$ cat config.mk
export PLATFORM = sky130hd
export DESIGN_NAME = instruction_fetch_unit
export DESIGN_NICKNAME = d
export VERILOG_FILES = /design/src/rtl/instruction_fetch_unit.sv
export SDC_FILE = /design/constraint.sdc
export NUM_CORES = 1
export LEC_CHECK = 0
export BUFFER_PORTS_ARGS = -buffer_cell sky130_fd_sc_hd__buf_2
export CAP_MARGIN = 20
export CORE_ASPECT_RATIO = 1.1
export CORE_MARGIN = 5
export CORE_UTILIZATION = 50
export CTS_CLUSTER_DIAMETER = 100
export DETAILED_ROUTE_END_ITERATION = 8
export PLACE_DENSITY = 0.88
export SLEW_MARGIN = 20
export SYNTH_ARGS = -nofsm -noshare
export SYNTH_HDL_FRONTEND = slang
export SYNTH_SLANG_ARGS = --single-unit
$ cat constraint.sdc
create_clock -name clk -period 10.9 [get_ports clk]
set_input_delay 1.09 -clock clk [delete_from_list [all_inputs] [get_ports clk]]
set_output_delay 1.09 -clock clk [all_outputs]
set_load 0.1 [all_outputs]
$ cat src/rtl/instruction_fetch_unit.sv
// instruction_fetch_unit: multi-cycle MIPS fetch stage owning the PC and the instruction
// register, with a req/ack instruction-memory port and next-PC selection on retirement.
`default_nettype none

module instruction_fetch_unit #(
  parameter logic [31:0] RESET_PC = 32'h0000_0000
) (
  input  logic        clk,
  input  logic        reset,
  output logic        imem_req,
  output logic [31:0] imem_addr,
  input  logic        imem_ack,
  input  logic [31:0] imem_rdata,
  input  logic        exec_done,
  input  logic        jump,
  input  logic        branch,
  input  logic        zero,
  output logic [31:0] pc,
  output logic [31:0] pc_plus4,
  output logic [31:0] instr,
  output logic [5:0]  opcode,
  output logic        instr_valid,
  output logic [31:0] retired_count
);

  typedef enum logic [1:0] {
    S_FETCH  = 2'd0,
    S_DECODE = 2'd1,
    S_EXEC   = 2'd2
  } state_t;

  localparam logic [31:0] RESET_PC_ALIGNED = {RESET_PC[31:2], 2'b00};

  state_t      state_q;
  logic [31:0] pc_q;
  logic [31:0] instr_q;
  logic [31:0] retired_q;
  logic        req_q;
  logic        valid_q;

  logic [31:0] pc_plus4_d;
  logic [31:0] branch_off_d;
  logic [31:0] next_pc_d;

  assign pc_plus4_d   = pc_q + 32'd4;
  assign branch_off_d = {{14{instr_q[15]}}, instr_q[15:0], 2'b00};

  always_comb begin
    next_pc_d = pc_plus4_d;
    if (jump) begin
      next_pc_d = {pc_plus4_d[31:28], instr_q[25:0], 2'b00};
    end else if (branch && zero) begin
      next_pc_d = pc_plus4_d + branch_off_d;
    end
  end

  // req_q stays low for the first S_FETCH cycle after reset, then is held until ack.
  always_ff @(posedge clk or posedge reset) begin
    if (reset) begin
      state_q   <= S_FETCH;
      pc_q      <= RESET_PC_ALIGNED;
      instr_q   <= 32'd0;
      retired_q <= 32'd0;
      req_q     <= 1'b0;
      valid_q   <= 1'b0;
    end else begin
      case (state_q)
        S_FETCH: begin
          if (!req_q) begin
            req_q <= 1'b1;
          end else if (imem_ack) begin
            instr_q <= imem_rdata;
            req_q   <= 1'b0;
            valid_q <= 1'b1;
            state_q <= S_DECODE;
          end
        end
        S_DECODE: begin
          state_q <= S_EXEC;
        end
        S_EXEC: begin
          if (exec_done) begin
            pc_q      <= next_pc_d;
            retired_q <= retired_q + 32'd1;
            valid_q   <= 1'b0;
            req_q     <= 1'b1;
            state_q   <= S_FETCH;
          end
        end
        default: begin
          state_q <= S_FETCH;
          req_q   <= 1'b0;
          valid_q <= 1'b0;
        end
      endcase
    end
  end

  assign imem_req      = req_q;
  assign imem_addr     = pc_q;
  assign pc            = pc_q;
  assign pc_plus4      = pc_plus4_d;
  assign instr         = instr_q;
  assign opcode        = instr_q[31:26];
  assign instr_valid   = valid_q;
  assign retired_count = retired_q;

endmodule

`default_nettype wire

==> results of run 1 <==
[worst reg2reg max path, delay by kind of cell (launching register included)]
kind	cells	cell delay, ns
XOR/XNOR	1	0.27
AO/OA/AOI/OAI	5	0.82
flip-flops	1	0.46
adder cells (fa/ha/maj)	2	0.59
AND/OR/NAND/NOR	7	2.13
[metrics by stage]
stage                     util, %  setup WS [ns]
final                       60.42          6.507
after global routing        60.42          6.145
after CTS                   60.40          6.545
after detailed placement    58.06          6.550
after global placement      58.06          6.742
after floorplan                 -          4.873
[per-layer routing]
layer  GRT usage, %  share of wire, %  vias up
li1               -                 -     2933
met1          30.45                42     3046
met2          40.44                48      250
met3          3.991               6.2       47
met4          11.71               3.8        0
met5              0                 0        -
[synth_stat cells, types with 6 or more instances]
| master | count |
|---|---|
| sky130_fd_sc_hd__a21oi_1 | 48 |
| sky130_fd_sc_hd__mux2_2 | 33 |
| sky130_fd_sc_hd__clkbuf_1 | 18 |
| sky130_fd_sc_hd__xor2_1 | 25 |
| sky130_fd_sc_hd__dfrtp_1 | 98 |
| sky130_fd_sc_hd__buf_4 | 42 |
| sky130_fd_sc_hd__o21ai_0 | 36 |
| sky130_fd_sc_hd__inv_1 | 19 |
| sky130_fd_sc_hd__a31oi_1 | 7 |
| sky130_fd_sc_hd__nand4_1 | 20 |
| sky130_fd_sc_hd__a211oi_1 | 12 |
| sky130_fd_sc_hd__nor2_1 | 58 |
| sky130_fd_sc_hd__nand2_1 | 75 |
| sky130_fd_sc_hd__nand3_1 | 23 |
| sky130_fd_sc_hd__xnor2_1 | 55 |
| sky130_fd_sc_hd__nor3_1 | 10 |
| sky130_fd_sc_hd__and3_1 | 10 |
| sky130_fd_sc_hd__ha_1 | 37 |
| sky130_fd_sc_hd__or2_2 | 6 |
| sky130_fd_sc_hd__a21o_1 | 10 |
[sequential cells by signal, indices dropped and copies added, names as in the netlist]
name and flops:
instr 32, retired_count 32, imem_addr 30, state_q 2, imem_req 1, instr_valid 1
[cell families (layout without fill, tap and decap cells)]
logic type               after synthesis  after routing  share of synthesized area, %
AO/OA/AOI/OAI                        167            167                         15.74
XOR/XNOR                              80             80                         10.30
adder cells (fa/ha/maj)               38             38                         7.098
buffers and inverters                 82            240                         6.859
flip-flops                            98             98                         36.04
multiplexers                          39             39                         6.363
other                                  1              7                       0.05511
AND/OR/NAND/NOR                      239            239                         17.54
[worst max-delay path by stage]
stage / from / endpoint / slack (ns) / depth (start not counted)
6_report: imem_addr[3] / imem_addr[31] / 6.51 / 15
5_1_grt: imem_addr[2] / imem_addr[31] / 6.14 / 15
3_5_place_dp: imem_addr[3] / imem_addr[31] / 6.55 / 15
3_3_place_gp: imem_addr[2] / imem_addr[31] / 6.74 / 15
2_1_floorplan: imem_addr[2] / imem_addr[31] / 4.87 / 16
4_1_cts: imem_addr[3] / imem_addr[31] / 6.54 / 15
[layout make-up]
cell class	count	area (sq um)
multi-input combinational	569	3909
antenna	1	2.502
inverter	19	73.82
clock buffer	10	239.0
fill	1156	5251
timing repair buffer	205	1039
tap	184	230.2
sequential	98	2452
clock inverter	6	71.32
==> insert_results.sql, run 1 <==
INSERT INTO impl_metrics (metric_group, metric, value, unit) VALUES
('outcome', 'outcome', 'finished, final reports clean', ''),
('final_layout', 'final-instance-count-excl-fill', '1092', ''),
('sta', 'slew_headroom', '37.27', '%'),
('place', 'placedInstanceArea', '7704', 'sq um'),
('cts', 'numCtsBuffers', '9', ''),
('yosys', 'syn_area', '6804', 'sq um'),
('sta', 'timing_worst_slew_pin_value', '0.9381', 'ns'),
('sta', 'skew', '0.007375', 'ns'),
('floorplan', 'initial_utilization', '51.28', '%'),
('worst_setup_path', 'worst_r2r_startpoint', 'imem_addr[3]', ''),
('final_layout', 'stdcell_area', '8016', 'sq um'),
('cts', 'tritoncts', 'built', ''),
('floorplan', 'die_y', '132.3', 'um'),
('place', 'port_buffers', '200', ''),
('floorplan', 'count_of_standard_cell_rows', '44', ''),
('worst_setup_path', 'required', '11.16', 'ns'),
('route', 'vias', '6276', ''),
('place', 'placed_cells_incl_taps', '1075', ''),
('route', 'totalWireLength', '19280', 'um'),
('sta', 'unrepaired_setup_endpoints_after_global_routing', 'false', ''),
('worst_setup_path', 'critPathTopFamily', 'simple AND/OR/NAND/NOR gates', ''),
('cts', 'cts-htree-levels', '3', ''),
('worst_setup_path', 'regToRegEndpoint', 'imem_addr[31]', ''),
('yosys', 'count_of_flip_flops_with_a_built_in_enable_after_synthesis', '0', ''),
('sta', 'worst_hold_slack', '0.4829', 'ns'),
('floorplan', 'die-area', '16040', 'sq um'),
('cts', 'post_cts.resized_instances', '0', ''),
('worst_setup_path', 'worstRegToRegCells', '15', ''),
('worst_setup_path', 'cp.buffers_inverters', '0', ''),
('route', 'drt-pass1-iter-count', '5', ''),
('worst_setup_path', 'cp.arrival', '4.65', 'ns'),
('worst_setup_path', 'critPathSlowestCell', 'sky130_fd_sc_hd__nor4_4', ''),
('global_route', 'pin_count_of_the_biggest_net_entering_global_routing', '56', ''),
('cts', 'hold_buffers', '0', ''),
('floorplan', 'core', '13270', 'sq um'),
('place', 'hpwlAfterDp', '14430', 'um'),
('cts', 'clkSinkCount', '98', ''),
('global_route', 'globalRouteOverflowTotal', '0', ''),
('cts', 'ctsRootBufferMaster', 'sky130_fd_sc_hd__clkbuf_16', ''),
('yosys', 'synth_cell_types', '66', ''),
('route', 'drtIter0Drc', '394', ''),
('sta', 'hold_viol_final', '0', ''),
('floorplan', 'top_level_ports', '207', ''),
('floorplan', 'die_w', '121.2', 'um'),
('final_layout', 'mostFrequentLayoutCell', 'sky130_fd_sc_hd__buf_2', ''),
('route', 'vias_per_cell', '5.747', ''),
('yosys', 'synth_cells', '744', ''),
('worst_setup_path', 'worstPathCellList', 'ha_1 -> nand3_1 -> nor4_4 -> nand3_1 -> nor2_1 -> xor2_1 -> ha_1 -> or2_0 -> a211oi_1 -> a31oi_1 -> a21oi_1 -> a21oi_2 -> or3_2 -> and4_1 -> o31ai_2', ''),
('hold_path', 'hold_path_end', 'instr_valid', ''),
('cts', 'clock_path_buffers', '2', ''),
('sta', 'fin_crit', '4.393', 'ns'),
('yosys', 'synth.avg_cell_area', '9.145', 'sq um'),
('cts', 'post-cts-setup-buffers', '0', ''),
('worst_setup_path', 'critPathKind', 'register to register', ''),
('yosys', 'sequential_area_share_after_synthesis', '36.04', '%'),
('cts', 'clkLatencyLatePin', '0.36', 'ns'),
('final_layout', 'final_cell_mix', '200 x sky130_fd_sc_hd__buf_2, 98 x sky130_fd_sc_hd__dfrtp_1, 75 x sky130_fd_sc_hd__nand2_1', ''),
('global_route', 'grt_pass1_wl', '31630', 'um'),
('route', 'postRouteAntennaNets', '0', ''),
('yosys', 'synth.top_cell.area_share', '36.04', '%'),
('global_route', 'grt_antenna_before_repair', '1', ''),
('worst_setup_path', 'ff2ff_setup_slack', '6.51', 'ns'),
('worst_setup_path', 'timing.critical_path.fanout_max', '8', ''),
('final_layout', 'area_growth_syn_to_layout', '17.82', '%'),
('place', 'routabilityCongestion', '0.9352', ''),
('run', 'max_cap_violation_count', '0', ''),
('yosys', 'share_of_flip_flops_with_an_asynchronous_set_or_reset_after_synthesis', '100.0', '%'),
('global_route', 'first_global_vias', '6257', ''),
('yosys', 'yosys-top-cells-area', 'sky130_fd_sc_hd__dfrtp_1 36%, sky130_fd_sc_hd__xnor2_1 7.1%, sky130_fd_sc_hd__ha_1 6.8%, sky130_fd_sc_hd__mux2_2 5.5%, sky130_fd_sc_hd__buf_4 4.6%', ''),
('worst_setup_path', 'critical_path.endpoint_type', 'register', ''),
('cts', 'clk_pin_slew_worst_paths', '0.07', 'ns');
Power of run 1 is left out: the tool's default activity adds up to more than one toggle a clock period on the data nets, which glitch-free logic cannot reach.
==> run 2: changes to the inputs <==
- ABC_AREA: not set -> 1
- CORE_UTILIZATION: 50 -> 49
- clock period: 10.9 -> 3.84 ns (I/O delays scaled with it)
==> run 2 against run 1 <==
Hold slack lost 0.47 ns. Die area up 16%. Non-clock buffer count increased by 8. Utilization shrank 0.81 points. Cell area increased by 17%. Synthesized cell count increased by 64%. Clock skew is 0.0073 ns higher. Clock-buffer cell count is the same. Largest cell class unchanged. Highest routed layer unchanged.
==> insert_results.sql, run 2 <==
INSERT INTO impl_metrics (metric_group, metric, value, unit) VALUES
('cts', 'ctsRootBufferMaster', 'sky130_fd_sc_hd__clkbuf_16', ''),
('yosys', 'synth_cell_types', '38', ''),
('sta', 'setup_viol_count_final', '0', ''),
('cts', 'clkLatencyLatePin', '0.36', 'ns'),
('yosys', 'syn_area', '7858', 'sq um'),
('worst_setup_path', 'worstRegToRegCells', '20', ''),
('run', 'max_cap_violation_count', '0', ''),
('place', 'port_buffers', '200', ''),
('global_route', 'pin_count_of_the_biggest_net_entering_global_routing', '46', ''),
('global_route', 'grtUsageTotal', '29.30', '%'),
('final_layout', 'mostFrequentLayoutCell', 'sky130_fd_sc_hd__nand2_1', ''),
('yosys', 'synth_area_leader_cell', 'sky130_fd_sc_hd__dfrtp_1', ''),
('route', 'vias_per_cell', '5.356', ''),
('yosys', 'synthFlopType', 'sky130_fd_sc_hd__dfrtp_1', ''),
('hold_path', 'worstHoldPathType', 'input pin to async pin', ''),
('worst_setup_path', 'critical_path.endpoint_type', 'register', ''),
('final_layout', 'finalNetCount', '1464', ''),
('global_route', 'globalRouteOverflowTotal', '0', ''),
('route', 'vias', '8526', ''),
('yosys', 'synth.avg_cell_area', '6.446', 'sq um'),
('cts', 'post-cts-setup-buffers', '0', ''),
('final_layout', 'num_antenna_cells', '0', ''),
('sta', 'fin_crit', '3.526', 'ns'),
('route', 'totalWireLength', '27040', 'um'),
('worst_setup_path', 'cp_common_cell', 'sky130_fd_sc_hd__nand2_1', ''),
('yosys', 'synthAdderAreaFrac', '6.146', '%'),
('yosys', 'ys.warnings.count', '0', ''),
('global_route', 'grt_pass1_wl', '42790', 'um'),
('floorplan', 'top_level_ports', '207', ''),
('sta', 'drv_slew', '0', ''),
('yosys', 'count_of_flip_flops_with_a_built_in_enable_after_synthesis', '0', ''),
('yosys', 'post_synth_most_frequent_cells', '441 x sky130_fd_sc_hd__nand2_1, 181 x sky130_fd_sc_hd__inv_1, 99 x sky130_fd_sc_hd__nor2_1', ''),
('cts', 'cts-htree-levels', '3', ''),
('worst_setup_path', 'cpPeakStageDelay', '0.43', 'ns'),
('final_layout', 'final_cell_mix', '439 x sky130_fd_sc_hd__nand2_1, 200 x sky130_fd_sc_hd__buf_2, 176 x sky130_fd_sc_hd__inv_1', ''),
('outcome', 'outcome', 'finished, final reports clean', ''),
('route', 'drt-pass1-iter-count', '5', ''),
('yosys', 'synth-compound-area-share', '7.866', '%'),
('floorplan', 'count_of_standard_cell_rows', '48', ''),
('worst_setup_path', 'timing.critical_path.fanout_max', '5', ''),
('sta', 'skew', '0.01464', 'ns'),
('yosys', 'synth_cells', '1219', ''),
('place', 'hpwlAfterDp', '21490', 'um'),
('sta', 'timing.final.crit_share', '91.82', '%'),
('cts', 'tritoncts', 'built', ''),
('worst_setup_path', 'worst_r2r_startpoint', 'imem_addr[2]', ''),
('floorplan', 'core', '15740', 'sq um'),
('yosys', 'yosys-top-cells-area', 'sky130_fd_sc_hd__dfrtp_1 31%, sky130_fd_sc_hd__nand2_1 21%, sky130_fd_sc_hd__inv_1 8.6%, sky130_fd_sc_hd__ha_1 5.9%, sky130_fd_sc_hd__xor2_1 5.1%', ''),
('route', 'postRouteAntennaNets', '0', ''),
('worst_setup_path', 'required', '4.07', 'ns'),
('sta', 'unrepaired_setup_endpoints_after_global_routing', 'false', ''),
('yosys', 'yosysMostFrequentCell', 'sky130_fd_sc_hd__nand2_1', ''),
('yosys', 'synth.mux.area_fraction', '0', '%'),
('cts', 'clkSinkCount', '98', ''),
('floorplan', 'die_y', '142.8', 'um'),
('yosys', 'share_of_flip_flops_with_an_asynchronous_set_or_reset_after_synthesis', '100.0', '%'),
('yosys', 'yosys.area_share.simple', '34.78', '%'),
('floorplan', 'initial_utilization', '49.94', '%'),
('worst_setup_path', 'worstPathCellList', 'ha_1 -> nand2_1 -> nor2_2 -> nand2_1 -> nor2_4 -> nand4_1 -> nand2_1 -> inv_1 -> ha_1 -> nand2_1 -> nor2_1 -> nand2_1 -> nor2_1 -> nand2_1 -> nand3_1 -> nand2_1 -> nand3_1 -> nand2_1 -> nand2_1 -> o21ai_1', ''),
('sta', 'setup_tns', '0', 'ns'),
('sta', 'slew_headroom', '46.49', '%'),
('sta', 'hold_viol_final', '0', ''),
('sta', 'worst_hold_slack', '0.01409', 'ns'),
('route', 'route.detailed.drc', '0', ''),
('worst_setup_path', 'critPathSlowestCell', 'sky130_fd_sc_hd__dfrtp_2', ''),
('floorplan', 'die_w', '130.7', 'um'),
('sta', 'timing_worst_slew_pin_value', '0.7977', 'ns'),
('yosys', 'synth_top_family_by_area', 'simple AND/OR/NAND/NOR gates', ''),
('worst_setup_path', 'critPathKind', 'register to register', ''),
('final_layout', 'layout_cell_share_with_drive_strength_beyond_1', '19.68', '%'),
('cts', 'clk_pin_slew_worst_paths', '0.08', 'ns'),
('worst_setup_path', 'setup.worst_path.start_class', 'register', ''),
('worst_setup_path', 'ff2ff_setup_slack', '0.31', 'ns'),
('yosys', 'postSynthRegisterBits', '98', ''),
('route', 'drtIter0Drc', '620', ''),
('worst_setup_path', 'regToRegEndpoint', 'imem_addr[26]', ''),
('yosys', 'synth.top_cell.area_share', '31.21', '%'),
('sta', 'maxClockFrequency', '0.2836', 'GHz'),
('route', 'wl_per_cell', '16.99', 'um'),
('yosys', 'sequential_area_share_after_synthesis', '31.21', '%'),
('final_layout', 'area_used_by_multi_input_combinational_logic', '4559', 'sq um'),
('global_route', 'first_global_vias', '8408', ''),
('cts', 'clock_path_buffers', '2', ''),
('final_layout', 'layout.area.seq', '2461', 'sq um'),
('sta', 'fin_ws', '0.3141', 'ns'),
('global_route', 'grt_antenna_before_repair', '0', ''),
('place', 'placement.setup.worst_slack', '0.2933', 'ns'),
('cts', 'numCtsBuffers', '9', ''),
('worst_setup_path', 'cp.arrival', '3.76', 'ns'),
('yosys', 'synth_xor_xnor_area_share', '6.242', '%'),
('final_layout', 'fillers', '1527', ''),
('floorplan', 'die-area', '18670', 'sq um'),
('place', 'routabilityCongestion', '1.031', ''),
('final_layout', 'area_growth_syn_to_layout', '19.38', '%');
run 2: cell types whose count changed in the layout (fill, tap and decap cells not counted), moves of 13 or more:
| cell | before | now |
|---|---|---|
| sky130_fd_sc_hd__inv_1 | 18 | 176 |
| sky130_fd_sc_hd__nand2_1 | 75 | 439 |
| sky130_fd_sc_hd__nand3_1 | 23 | 69 |
| sky130_fd_sc_hd__mux2_2 | 33 | 0 |
| sky130_fd_sc_hd__xnor2_1 | 55 | 9 |
| sky130_fd_sc_hd__nor2_1 | 58 | 93 |
| sky130_fd_sc_hd__xor2_1 | 25 | 38 |
run 2: cell families after synthesis:
group                      count (synthesis)
other                                      1
and+or+nand+nor                          666
buffers and inverters                    245
xor gates and xnor gates                  56
adders and majority gates                 38
AOI/OAI and AO/OA                        115
DFF                                       98
run 2: what timing repair did:
item | 4_1_cts | 5_1_grt
resized for setup | 0 | 1
setup endpoints to repair | 0 | 3
hold buffers | 0 | 0
hold endpoints to repair | 0 | 0
run 2: critical path, delay by kind of cell (launching register included):
kind / cells / cell delay [ns]
flops: 1 / 0.43
compound gates: 1 / 0.06
buf+inv: 1 / 0.09
fa+ha+maj: 2 / 0.65
simple gates: 16 / 2.18
run 2: layer usage:
| metal | part of all wire [%] | global-route usage, % | wire length [um] |
|---|---|---|---|
| met3 | 8.7 | 5.387 | 2343 |
| met2 | 47 | 48.62 | 12810 |
| met4 | 4.8 | 13.26 | 1290 |
| met5 | 0 | 0 | 0 |
| met1 | 39 | 37.03 | 10600 |
run 2: layout make-up:
type / instances / share of cell area (%)
Timing Repair Buffer: 213 / 11.71
Multi-Input combinational cell: 881 / 48.61
Clock inverter: 6 / 0.7870
Sequential cell: 98 / 26.24
Clock buffer: 10 / 2.441
Tap cell: 200 / 2.668
Inverter: 184 / 7.550
run 2: worst max path at each step:
stage,start,end,slack [ns],cells after the start
floorplan,imem_addr[2],imem_addr[29],-0.1,19
global placement,imem_addr[2],imem_addr[29],0.32,19
detailed placement,imem_addr[2],imem_addr[29],0.29,19
CTS,imem_addr[2],imem_addr[26],0.28,20
global route,imem_addr[2],imem_addr[18],0.03,20
finish,imem_addr[2],imem_addr[26],0.31,20
run 2: through the flow:
stage	area [sq um]	std cells	util, %
global placement	9075	1576	57.67
finish	9380	1592	59.61
detailed placement	9075	1576	57.67
CTS	9378	1592	59.60
floorplan	8104	1224	-
global route	9380	1592	59.61
Power of run 2 is left out for the same reason.
==> run 3: changes to the inputs <==
- ABC_AREA: 1 -> not set
- CORE_UTILIZATION: 49 -> 48
==> run 3 against run 2 <==
Non-clock buffer count increased by 14. Critical path type unchanged. First-iteration DRC count decreased by 45%. Flip-flop and latch count unchanged. Cell area decreased by 5.9%. Die area decreased by 11%. Final cell count decreased by 30%. Highest routed layer unchanged.
==> insert_results.sql, run 3 (same netlist as run 1, synthesis figures left out) <==
INSERT INTO impl_metrics (metric_group, metric, value, unit) VALUES
('worst_setup_path', 'timing.critical_path.fanout_max', '8', ''),
('hold_path', 'worstHoldPathType', 'input pin to async pin', ''),
('final_layout', 'fillers', '1123', ''),
('route', 'wl_per_cell', '18.46', 'um'),
('floorplan', 'top_level_ports', '207', ''),
('cts', 'clk_pin_slew_worst_paths', '0.07', 'ns'),
('place', 'routabilityCongestion', '0.9134', ''),
('final_layout', 'final_cell_mix', '200 x sky130_fd_sc_hd__buf_2, 79 x sky130_fd_sc_hd__dfrtp_1, 74 x sky130_fd_sc_hd__nand2_1', ''),
('route', 'route.detailed.drc', '0', ''),
('global_route', 'grt_pass1_wl', '32870', 'um'),
('worst_setup_path', 'required', '4.11', 'ns'),
('worst_setup_path', 'cp_common_cell', 'sky130_fd_sc_hd__a21oi_2', ''),
('worst_setup_path', 'critical_path.endpoint_type', 'register', ''),
('floorplan', 'core', '13850', 'sq um'),
('final_layout', 'area_growth_syn_to_layout', '29.68', '%'),
('outcome', 'outcome', 'finished, final reports clean', ''),
('cts', 'tritoncts', 'built', ''),
('final_layout', 'finalNetCount', '1001', ''),
('floorplan', 'count_of_standard_cell_rows', '45', ''),
('sta', 'maxClockFrequency', '0.2733', 'GHz'),
('route', 'vias', '6412', ''),
('route', 'vias_per_cell', '5.740', ''),
('cts', 'ctsRootBufferMaster', 'sky130_fd_sc_hd__clkbuf_16', ''),
('cts', 'clkSinkCount', '98', ''),
('worst_setup_path', 'cpPeakStageDelay', '0.42', 'ns'),
('floorplan', 'initial_utilization', '49.12', '%'),
('sta', 'timing_worst_slew_pin_value', '0.7682', 'ns'),
('worst_setup_path', 'worstPathCellList', 'ha_4 -> nand3_4 -> nor4_4 -> buf_6 -> nand3_2 -> nor2_4 -> xor2_4 -> ha_2 -> or2_0 -> a211oi_1 -> a31oi_1 -> a21oi_2 -> a21oi_2 -> or3_4 -> and4_1 -> o31ai_2', ''),
('cts', 'clock_path_buffers', '2', ''),
('run', 'max_cap_violation_count', '0', ''),
('sta', 'setup_tns', '0', 'ns'),
('global_route', 'grtUsageTotal', '24.80', '%'),
('place', 'placed_cells_incl_taps', '1097', ''),
('worst_setup_path', 'critPathKind', 'register to register', ''),
('place', 'port_buffers', '200', ''),
('sta', 'fin_ws', '0.1807', 'ns'),
('place', 'placement.setup.worst_slack', '0.08220', 'ns'),
('cts', 'clkLatencyLatePin', '0.35', 'ns'),
('sta', 'hold_viol_final', '0', ''),
('place', 'hpwlAfterDp', '15640', 'um'),
('global_route', 'grt_antenna_before_repair', '0', ''),
('final_layout', 'num_antenna_cells', '0', ''),
('global_route', 'globalRouteOverflowTotal', '0', ''),
('route', 'totalWireLength', '20630', 'um'),
('floorplan', 'die-area', '16660', 'sq um'),
('sta', 'slew_headroom', '48.78', '%'),
('cts', 'cts-htree-levels', '3', ''),
('route', 'postRouteAntennaNets', '0', ''),
('sta', 'setup_viol_count_final', '0', ''),
('sta', 'drv_slew', '0', ''),
('final_layout', 'final-instance-count-excl-fill', '1117', ''),
('sta', 'skew', '0.007311', 'ns'),
('worst_setup_path', 'critPathSlowestCell', 'sky130_fd_sc_hd__dfrtp_2', ''),
('worst_setup_path', 'ff2ff_setup_slack', '0.18', 'ns'),
('floorplan', 'die_y', '134.9', 'um'),
('sta', 'fin_crit', '3.659', 'ns'),
('route', 'drt-pass1-iter-count', '5', ''),
('global_route', 'pin_count_of_the_biggest_net_entering_global_routing', '82', ''),
('worst_setup_path', 'setup.worst_path.start_class', 'register', ''),
('floorplan', 'die_w', '123.5', 'um'),
('final_layout', 'layout_cell_share_with_drive_strength_beyond_1', '39.83', '%'),
('sta', 'timing.final.crit_share', '95.30', '%'),
('route', 'drtIter0Drc', '343', ''),
('final_layout', 'mostFrequentLayoutCell', 'sky130_fd_sc_hd__buf_2', ''),
('worst_setup_path', 'cp.arrival', '3.93', 'ns'),
('global_route', 'first_global_vias', '6364', ''),
('cts', 'numCtsBuffers', '9', '');
run 3: changes by cell type in the layout (fill, tap and decap cells not counted), sizes merged, moves of 21 or more:
| cell | previous run | this run |
|---|---|---|
| inv | 181 | 23 |
| mux2 | 0 | 34 |
| xnor2 | 10 | 55 |
| nand2 | 443 | 75 |
| nor2 | 102 | 58 |
| xor2 | 46 | 25 |
| nand3 | 70 | 23 |
run 3: timing repair:
item                                    4_1_cts  5_1_grt
endpoints found under the setup margin        0        4
hold buffers                                  0        0
hold endpoints to repair                      0        0
gates resized for setup                       0        7
setup buffers                                 0        4
run 3: path summary, 6_finish.rpt:
path	end	from	cells past startpoint
worst min register to register	instr_valid	instr_valid	1
min in group clk	instr[31]	imem_rdata[31]	2
worst max-delay path	imem_addr[31]	imem_addr[3]	16
worst max register to register	imem_addr[31]	imem_addr[3]	16
worst min-delay path	instr[26]	reset	2
max in group asynchronous	imem_addr[26]	reset	3
run 3: final cells by class:
| cell class | instances | area [sq um] | area share [%] |
|---|---|---|---|
| clock buffer | 9 | 225.2 | 2.552 |
| clock inverter | 7 | 92.59 | 1.049 |
| inverter | 19 | 76.32 | 0.8650 |
| multi-input combinational | 569 | 4511 | 51.12 |
| sequential | 98 | 2476 | 28.06 |
| tap | 188 | 235.2 | 2.666 |
| timing repair buffer | 227 | 1207 | 13.68 |
run 3: layer usage:
metal,share of wire [%],GRT usage [%],vias to the layer above,wire length [um]
met5,0,0,-,0
met4,2.4,8.923,0,493
met3,6.3,4.650,37,1308
met2,52,43.19,237,10630
met1,40,30.41,3148,8195
li1,-,-,2990,-
run 3: through the flow:
step	area (sq um)	hold slack (ns)	utilization [%]
detailed placement	8451	0.4601	61.01
finish	8823	0.1648	63.70
global placement	8451	0.4592	61.01
global route	8823	0.2469	63.70
floorplan	7436	0.5187	-
CTS	8768	0.2523	63.31
run 3: worst max-delay path: cells and delay by family (launching register included):
kind,cells,cell delay (ns)
AOI/OAI and AO/OA,5,0.77
xor gates and xnor gates,1,0.19
adders and majority gates,2,0.53
buffers and inverters,1,0.18
DFF,1,0.42
and+or+nand+nor,7,1.48
Power of run 3 is left out for the same reason.
